File: src/rtl/cfg_reg_pkg.sv
// Shared types and helpers for the configuration shift register.
// Holds the mode encoding and the counter width function.
package cfg_reg_pkg;

  typedef enum logic [1:0] {
    MODE_HOLD,
    MODE_SET,
    MODE_LOAD,
    MODE_SHIFT
  } mode_e;

  function automatic int cnt_w(input int w);
    return $clog2(w + 1);
  endfunction

endpackage

File: src/rtl/cfg_shift_cnt.sv
// Shift frame counter; pulses done for one cycle
// after every WIDTH counted shifts.
module cfg_shift_cnt
  import cfg_reg_pkg::*;
#(
  parameter int WIDTH = 8
) (
  input  logic CK,
  input  logic RSTN,
  input  logic clr,
  input  logic inc,
  output logic done
);

  localparam int CW = cnt_w(WIDTH);
  localparam logic [CW-1:0] LAST = CW'(WIDTH - 1);

  logic [CW-1:0] r_cnt;
  logic          r_done;

  always_ff @(posedge CK or negedge RSTN) begin
    if (!RSTN) begin
      r_cnt  <= '0;
      r_done <= 1'b0;
    end else if (clr) begin
      r_cnt  <= '0;
      r_done <= 1'b0;
    end else if (inc) begin
      // The frame end wraps straight to 0 instead of reaching WIDTH
      if (r_cnt == LAST) begin
        r_cnt  <= '0;
        r_done <= 1'b1;
      end else begin
        r_cnt  <= r_cnt + CW'(1);
        r_done <= 1'b0;
      end
    end else begin
      r_done <= 1'b0;
    end
  end

  assign done = r_done;

endmodule

File: src/rtl/cfg_shift_reg.sv
// Configuration register with set, masked parallel load
// and scan shift; shift framing lives in cfg_shift_cnt.
module cfg_shift_reg
  import cfg_reg_pkg::*;
#(
  parameter int               WIDTH     = 8,
  parameter logic [WIDTH-1:0] RESET_VAL = '0
) (
  input  logic             CK,
  input  logic             RSTN,
  input  logic             SET,
  input  logic             WE,
  input  logic [WIDTH-1:0] BE,
  input  logic [WIDTH-1:0] D,
  input  logic             SE,
  input  logic             SI,
  output logic [WIDTH-1:0] Q,
  output logic             SO,
  output logic             DONE
);

  mode_e            w_mode;
  logic             w_clr;
  logic             w_inc;
  logic [WIDTH-1:0] r_q;

  always_comb begin
    w_mode = MODE_HOLD;
    unique case (1'b1)
      SET:                w_mode = MODE_SET;
      !SET && WE:         w_mode = MODE_LOAD;
      !SET && !WE && SE:  w_mode = MODE_SHIFT;
      default:            w_mode = MODE_HOLD;
    endcase
  end

  always_ff @(posedge CK or negedge RSTN) begin
    if (!RSTN) begin
      r_q <= RESET_VAL;
    end else begin
      unique case (w_mode)
        MODE_SET:   r_q <= '1;
        MODE_LOAD:  r_q <= (r_q & ~BE) | (D & BE);
        MODE_SHIFT: r_q <= {r_q[WIDTH-2:0], SI};
        default:    r_q <= r_q;
      endcase
    end
  end

  assign w_clr = (w_mode == MODE_SET) ||
                 (w_mode == MODE_LOAD);
  assign w_inc = (w_mode == MODE_SHIFT);

  cfg_shift_cnt #(
    .WIDTH(WIDTH)
  ) u_cnt (
    .CK  (CK),
    .RSTN(RSTN),
    .clr (w_clr),
    .inc (w_inc),
    .done(DONE)
  );

  assign Q  = r_q;
  assign SO = r_q[WIDTH-1];

endmodule

File: config.mk
export PLATFORM = sky130hd
export DESIGN_NAME = cfg_shift_reg
export DESIGN_NICKNAME = d
export VERILOG_FILES = /design/src/rtl/cfg_reg_pkg.sv /design/src/rtl/cfg_shift_cnt.sv /design/src/rtl/cfg_shift_reg.sv
export SDC_FILE = /design/constraint.sdc
export NUM_CORES = 1
export LEC_CHECK = 0
export BUFFER_PORTS_ARGS = -buffer_cell sky130_fd_sc_hd__buf_2
export CAP_MARGIN = 15
export CORE_AREA = 2 2 45 47
export CTS_CLUSTER_DIAMETER = 120
export DETAILED_ROUTE_END_ITERATION = 8
export DIE_AREA = 0 0 47 49
export PLACE_DENSITY_LB_ADDON = 0.3
export SLEW_MARGIN = 20
export SYNTH_ARGS = -nofsm -noshare
export SYNTH_HDL_FRONTEND = slang
export SYNTH_HIERARCHICAL = 1
export SYNTH_SLANG_ARGS = --single-unit
File: constraint.sdc
create_clock -name CK -period 1.2 [get_ports CK]
set_input_delay 0.06 -clock CK [delete_from_list [all_inputs] [get_ports CK]]
set_output_delay 0.06 -clock CK [all_outputs]
set_load 0.005 [all_outputs]
==> results of run 1 <==
[area by class of cell]
| cell class | instances | area, µm² | share of cell area |
|---|---|---|---|
| Multi-Input combinational cell | 42 | 410.4 | 0.4126 |
| Sequential cell | 13 | 325.3 | 0.3270 |
| Timing Repair Buffer | 36 | 195.2 | 0.1962 |
| Clock buffer | 4 | 26.28 | 0.02642 |
| Tap cell | 27 | 33.78 | 0.03396 |
| Inverter | 1 | 3.754 | 0.003774 |
[stage by stage]
| stage | power [µW] | area, µm² | instances | util |
|---|---|---|---|---|
| 3_5_place_dp | 648.5 | 955.9 | 118 | 0.5190 |
| 5_1_grt | 963.4 | 994.7 | 123 | 0.5401 |
| 4_1_cts | 921.3 | 992.2 | 123 | 0.5387 |
| 6_report | 906.4 | 994.7 | 123 | 0.5401 |
| 3_3_place_gp | 643.8 | 955.9 | 118 | 0.5190 |
| 2_1_floorplan | 572.3 | 774.5 | 60 | - |
[worst max-delay path by stage]
stage                    from  cells after the start  slack [ns]        endpoint
6_report       u_cnt/r_cnt[0]                      3        0.11  u_cnt/r_cnt[0]
5_1_grt        u_cnt/r_cnt[0]                      3        0.05  u_cnt/r_cnt[0]
4_1_cts        u_cnt/r_cnt[0]                      3        0.06  u_cnt/r_cnt[0]
3_5_place_dp   u_cnt/r_cnt[0]                      3        0.09  u_cnt/r_cnt[0]
3_3_place_gp   u_cnt/r_cnt[0]                      3        0.11  u_cnt/r_cnt[0]
2_1_floorplan              WE                      5        0.08  u_cnt/r_cnt[3]
[power breakdown]
part | leakage (µW) | switching (µW) | internal, µW | total, µW
Clock | 0.0000150 | 139 | 128 | 267
Sequential | 0.000145 | 16.4 | 454 | 470
Combinational | 0.000300 | 78.9 | 90.0 | 169
[critical path: stages, from the launching register on]
cell and delay (ns):
dfrtp_1 0.42, ha_2 0.23, and4bb_1 0.19, nor3_1 0.17
[timing repair]
item / 4_1_cts / 5_1_grt
setup buffers: 0 / 0
gates resized for setup: 0 / 1
endpoints found under the setup margin: 0 / 1
hold buffers: 1 / 0
hold endpoints to repair: 13 / 0
[cells by family (layout without fill, tap and decap cells)]
family          after synthesis  after routing  share of synthesized area
xor+xnor                      1              1                    0.01131
mux                          18             18                     0.2391
compound gates               10             10                     0.1486
simple gates                 12             12                     0.1115
fa+ha+maj                     1              1                    0.01615
buf+inv                       5             41                    0.05330
flops                        13             13                     0.4200
[registers in the layout (all words and copies together), names as in the netlist]
register     flops
Q                8
u_cnt/done       1
u_cnt/r_cnt      4
[per-layer routing]
metal | GRT usage | part of all wire | vias to the layer above | wire length, µm
li1 | - | - | 294 | -
met1 | 0.2052 | 0.46 | 288 | 686
met2 | 0.2260 | 0.47 | 22 | 695
met3 | 0.03704 | 0.059 | 2 | 88
met4 | 0.04167 | 0.0081 | 0 | 12
met5 | 0 | 0 | - | 0
[cells in the final DEF, fill, tap and decap left out, drive strengths merged]
cell type / synthesis / final
ha: 1 / 1
a21oi: 1 / 1
a21bo: 1 / 1
a22oi: 8 / 8
nor2b: 1 / 1
and2: 1 / 1
and2b: 1 / 1
inv: 1 / 1
mux2i: 17 / 17
xnor2: 1 / 1
dfrtp: 13 / 13
nand4b: 1 / 1
clkbuf: 0 / 4
nor2: 3 / 3
nor3: 2 / 2
nand4: 1 / 1
and4bb: 1 / 1
buf: 4 / 35
mux2: 1 / 1
nand3b: 1 / 1
dlygate4sd3: 0 / 1
==> flow_summary.toml, run 1 <==
[critical_path]
ff2ff_path_depth = 3
start_kind = "flop"
endpoint_kind = "flop"
rr_startpoint = "u_cnt/r_cnt[0]"
worstPathArrival_ns = 1.27
crit_required_ns = 1.39
r2r_end = "u_cnt/r_cnt[0]"
worst-setup-path-type = "reg2reg"
regToRegSetupSlack_ns = 0.11
crit_fanout = 5

[floorplan]
num_rows = 16
io_pins = 32
die_h_um = 49
die_area_mm2 = 0.002303
initial_core_util = 0.4205
core-area_mm2 = 0.001842
die_w_um = 47

[synthesis]
synthFlopType = "dfrtp_1"
async_flop_share = 1.000
netlist_area_um2 = 774.5
synthCells = 60
mappedNetlistNets = 83
yosys.area.top_type = "dfrtp_1"
synth_warnings = 6
yosys.area.top_type_share = 0.4200
synth_area_per_cell_um2 = 12.91
synth_edf_count = 0
synth_common_cells = "17 x mux2i_1, 13 x dfrtp_1, 8 x a22oi_2"
yosysSeqAreaShare = 0.4200
synth_seq_cells = 13
ys_top_cells_by_area = "dfrtp_1 42%, mux2i_1 22%, a22oi_2 13%"
synth.most_common_cell = "mux2i_1"
synth_cell_type_count = 21

[global_route]
grt_pass1_vias = 569
track_usage = 0.1482
grt_max_degree = 14
grt_pass1_wl_mm = 2.504
antenna_found_initial = 0
overflow = 0

[sta]
whs_ns = 0.08218
grt_setup_unrepaired = "no"
maxSlewViolCount = 0
finalCritPeriodShare = 0.9052
fin_ws_ns = 0.1137
hold_viol_final = 0
worst_slew_pin_slew_ns = 0.4914
finalSetupTns_ns = 0
layout_min_cycle_time_ns = 1.086
setup-violations-final = 0
skew_ns = 0.001998
slew_headroom = 0.6709
clock.fmax_ghz = 0.9206

[clock_tree]
cts_buffers = 3
clk_latency_ns = 0.27
cts-root-buf = "clkbuf_4"
cts_tree = "yes"
max-clock-path-buffers = 2
clk_pin_slew_ns = 0.08
htree_levels = 1
cts.sinks = 13

[detailed_routing]
drtPass1Iterations = 3
drc_errors = 0
num_vias = 606
drtIter0Drc = 2
totalWireLength_mm = 1.483
post_drt_wl_per_cell_um = 12.06
ant_nets = 0
vias_per_cell = 4.927

[placed_design]
gp_congestion = 0.6675
place_ws_ns = 0.08721
port_buffers = 31
hpwl_mm = 1.155

[cells_and_area]
nets = 120
drive_above_1_share = 0.5208
area_delta_synth_final_pct = 28.43
diodes = 0
nFillCells = 182

[power]
ir_drop_mv = 0.4987
power_leakage_uw = 0.0004602
power_density_mw_per_mm2 = 911.3

[worst_hold_path]
min_from = "SI"
hp-class = "in2reg"
whs_path_depth = 3
min_to = "Q[0]"

[run]
cap_viol_max_count = 0

[run_status]
status = "complete, no violations"
Power figures use the tool's default switching activity.
==> run 2: changes to the inputs <==
Settings changed: REMOVE_ABC_BUFFERS set to 1.
==> run 2 against run 1 <==
Compared with the run above: register-to-register slack is essentially flat; final cell count grew 0.81%; via count grew 0.50%; count of clock-buffer cells in the layout is the same; flip-flop and latch count is the same; highest routed layer unchanged.
==> flow_summary.toml, run 2 (synthesized netlist as in run 1, its figures left out) <==
[run_status]
status = "complete, no violations"

[sta]
finalCritPeriodShare = 0.9142
slew_headroom = 0.7977
worst_slew_pin_slew_ns = 0.3034
layout_min_cycle_time_ns = 1.097
setup-violations-final = 0
skew_ns = 0.007231
hold_viol_final = 0
grt_setup_unrepaired = "no"
finalSetupTns_ns = 0
clock.fmax_ghz = 0.9115
maxSlewViolCount = 0
whs_ns = 0.09201

[critical_path]
slowest_delay_ns = 0.42
crit_required_ns = 1.38
endpoint_kind = "flop"
regToRegSetupSlack_ns = 0.10
r2r_end = "u_cnt/r_cnt[0]"
worst_path_max_delay_cell = "dfrtp_1"
ff2ff_path_depth = 3
crit_fanout = 5
worstPathArrival_ns = 1.28
rr_startpoint = "u_cnt/r_cnt[0]"
worst-setup-path-type = "reg2reg"
worstPathCellList = "ha_2, and4bb_1, nor3_1"
cp_top_family = "flip-flops"
start_kind = "flop"
path_buf_inv = 0

[cells_and_area]
layout_common_cells = "31 x buf_2, 17 x mux2i_1, 13 x dfrtp_1"
diodes = 0
multi_input_area_um2 = 410.4
nFillCells = 183
largest_reg_flops = 8
regArea_um2 = 325.3
layout.cells.most_common = "buf_2"
final_area_mm2 = 0.001002
drive_above_1_share = 0.5258
area_delta_synth_final_pct = 29.40
nets = 121

[worst_hold_path]
min_from = "SI"
min_to = "Q[0]"
hp-class = "in2reg"
whs_path_depth = 3

[detailed_routing]
vias_per_cell = 4.911
drc_errors = 0
post_drt_wl_per_cell_um = 12.16
ant_nets = 0
drtPass1Iterations = 3
num_vias = 609
totalWireLength_mm = 1.508
drtIter0Drc = 3

[power]
power_leakage_uw = 0.0004653
power_density_mw_per_mm2 = 909.5
ir_drop_mv = 0.4073

[floorplan]
initial_core_util = 0.4205
die_w_um = 47
num_rows = 16
die_h_um = 49
die_area_mm2 = 0.002303
core-area_mm2 = 0.001842
io_pins = 32

[clock_tree]
cts.sinks = 13
max-clock-path-buffers = 2
cts-root-buf = "clkbuf_4"
cts_tree = "yes"
clk_latency_ns = 0.27
cts_buffers = 3
htree_levels = 1
clk_pin_slew_ns = 0.08
postCtsSetupBuffers = 0

[global_route]
antenna_found_initial = 0
track_usage = 0.1506
overflow = 0
grt_pass1_wl_mm = 2.490
grt_max_degree = 14
grt_pass1_vias = 576

[run]
cap_viol_max_count = 0

[placed_design]
gp_congestion = 0.7387
hpwl_mm = 1.155
port_buffers = 31
place_area_um2 = 963.4
[run 2: what timing repair did]
item | 4_1_cts | 5_1_grt
hold buffers | 1 | 0
resized for setup | 0 | 1
endpoints found under the hold margin | 13 | 0
endpoints found under the setup margin | 0 | 2
[run 2: cell type report]
cell class / instances / share of cell area
clock buffer: 4 / 0.02622
inverter: 1 / 0.003745
multi-input combinational: 42 / 0.4095
sequential: 13 / 0.3246
tap: 27 / 0.03371
timing repair buffer: 37 / 0.2022
[run 2: worst max path at each step]
stage,from,end,slack (ns),cells past startpoint
after floorplan,WE,u_cnt/r_cnt[3],0.07,4
after global placement,u_cnt/r_cnt[0],u_cnt/r_cnt[0],0.11,3
after detailed placement,u_cnt/r_cnt[0],u_cnt/r_cnt[0],0.06,3
after CTS,u_cnt/r_cnt[0],u_cnt/r_cnt[0],0.02,3
after global routing,u_cnt/r_cnt[0],u_cnt/r_cnt[0],0.02,3
final,u_cnt/r_cnt[0],u_cnt/r_cnt[0],0.10,3
[run 2: through the flow]
stage | setup WS [ns] | power (µW) | util | std cells
finish | 0.1029 | 911.5 | 0.5442 | 124
global route | 0.01683 | 979.8 | 0.5442 | 124
CTS | 0.02368 | 927.2 | 0.5428 | 124
detailed placement | 0.05906 | 648.9 | 0.5231 | 119
global placement | 0.1110 | 645.9 | 0.5231 | 119
floorplan | 0.06674 | 555.9 | - | 56
[run 2: power by group]
part | total [µW] | switching, µW | internal, µW
registers | 469 | 15.7 | 454
logic | 171 | 78.7 | 92.1
clock network | 271 | 143 | 129
total | 912 | 237 | 674
[run 2: layer usage]
layer,vias up,global-route usage,share of wire
met5,-,0,0
met2,20,0.2306,0.48
met4,0,0.06944,0.0080
met1,288,0.1935,0.44
met3,2,0.03704,0.072
li1,299,-,-
[run 2: tightest hold or removal path, stage by stage]
cell and delay (ns):
buf_2 0.08, mux2i_1 0.06, a22oi_2 0.11
==> run 3: changes to the inputs <==
Settings changed: CORE_AREA 2 2 45 47 to 2 2 43 45, DIE_AREA 0 0 47 49 to 0 0 45 47.
Clock period 1.2 ns to 1.3 ns, I/O delays scaled along.
==> run 3 against run 2 <==
Compared with the run above: combinational power decreased by 11%; sequential power shrank 7.7%; sequential share of layout area is 1.0 points higher; clock power down 7.7%; non-clock buffer count shrank 2; first-iteration DRC count grew 67%; critical path type unchanged.
==> flow_summary.toml, run 3 (synthesized netlist as in run 1, its figures left out) <==
[global_route]
overflow = 0
grt_pass1_vias = 468
grt_max_degree = 14
antenna_found_initial = 0
track_usage = 0.1395
grt_pass1_wl_mm = 2.083

[floorplan]
die_area_mm2 = 0.002115
core-area_mm2 = 0.001652
initial_core_util = 0.4689
io_pins = 32
die_h_um = 47
die_w_um = 45
num_rows = 15

[critical_path]
endpoint_kind = "flop"
cp_top_family = "flip-flops"
cp.depth = 3
crit_required_ns = 1.48
worstPathArrival_ns = 1.34
worst-setup-path-type = "reg2reg"
slowest_delay_ns = 0.43
crit_fanout = 5
ff2ff_path_depth = 3
worst_path_max_delay_cell = "dfrtp_1"
start_kind = "flop"
worstPathCellList = "ha_1, and4bb_1, nor3_1"
path_buf_inv = 0

[sta]
fin_ws_ns = 0.1471
skew_ns = 0.001196
finalSetupTns_ns = 0
slew_headroom = 0.6595
layout_min_cycle_time_ns = 1.153
finalCritPeriodShare = 0.8869
setup-violations-final = 0
grt_setup_unrepaired = "no"
clock.fmax_ghz = 0.8673
worst_slew_pin_slew_ns = 0.5085
maxSlewViolCount = 0
hold_viol_final = 0

[clock_tree]
ctsHoldBuffers = 1
cts-root-buf = "clkbuf_4"
cts_tree = "yes"
cts.sinks = 13
postCtsSetupBuffers = 0
clk_pin_slew_ns = 0.08
clk_latency_ns = 0.26
cts_buffers = 3
htree_levels = 1
cts_resized = 0
max-clock-path-buffers = 2

[run]
cap_viol_max_count = 0

[cells_and_area]
final_cells = 112
regArea_um2 = 325.3
multi_input_area_um2 = 407.9
nFillCells = 145
utilization = 0.5886
largest_reg_flops = 8
diodes = 0
drive_above_1_share = 0.5053
layout.cells.most_common = "buf_2"
nets = 119
area_delta_synth_final_pct = 25.52
layout_common_cells = "31 x buf_2, 17 x mux2i_1, 13 x dfrtp_1"

[detailed_routing]
wl_met2_um = 662
totalWireLength_mm = 1.436
wl_met1_um = 659
post_drt_wl_per_cell_um = 12.82
ant_nets = 0
wl_met3_um = 100
drtPass1Iterations = 4
vias_per_cell = 5.250
drc_errors = 0
drtIter0Drc = 5
num_vias = 588
maxUsedRoutingLayer = "met4"

[worst_hold_path]
hp-class = "in2reg"
whs_path_depth = 3

[placed_design]
gp_congestion = 0.6930
place_ws_ns = 0.1498
port_buffers = 31
dp.cells = 107
hpwl_mm = 1.127

[power]
ir_drop_mv = 0.4826
power_leakage_uw = 0.0004581
power_density_mw_per_mm2 = 860.6

[run_status]
status = "complete, no violations"
[run 3: cell count changes in the layout (fill, tap and decap cells not counted)]
cell / previous run / this run
ha_2: 1 / 0
ha_1: 0 / 1
buf_4: 5 / 3
[run 3: cell type report]
cell class	instances	share of cell area
well taps	17	0.02188
flip-flops and latches	13	0.3346
repair buffers	35	0.1931
inverters	1	0.003861
multi-input cells	42	0.4196
clock buffers	4	0.02703
[run 3: final timing paths]
path / startpoint / end / slack (ns)
max: u_cnt/r_cnt[0] / u_cnt/r_cnt[0] / 0.15
min: SI / Q[0] / 0.1
max reg2reg: u_cnt/r_cnt[0] / u_cnt/r_cnt[0] / 0.15
min reg2reg: u_cnt/r_cnt[1] / u_cnt/r_cnt[1] / 0.56
max in group asynchronous: RSTN / Q[2] / 0.85
min in group asynchronous: RSTN / u_cnt/r_cnt[1] / 0.21
[run 3: worst register-to-register path, stage by stage, from the launching register on]
cell	delay, ns
dfrtp_1	0.43
ha_1	0.27
and4bb_1	0.20
nor3_1	0.17
[run 3: per-layer routing]
layer,vias up,GRT usage
met4,0,0.05294
li1,292,-
met1,277,0.1816
met2,17,0.2343
met5,-,0
met3,2,0.02308
[run 3: through the flow]
stage	cell area (µm²)	power (µW)	hold WS [ns]
after floorplan	737.0	513.1	-0.2306
after global placement	935.9	591.5	-0.03025
after detailed placement	935.9	595.0	-0.02498
after CTS	972.2	844.4	0.09928
after global routing	972.2	877.8	0.1025
final	972.2	836.7	0.09576
[run 3: power breakdown]
part,internal (µW),switching (µW),total (µW)
clock network,118,132,250
logic,81.0,72.4,153
registers,419,14.1,433
total,618,218,837
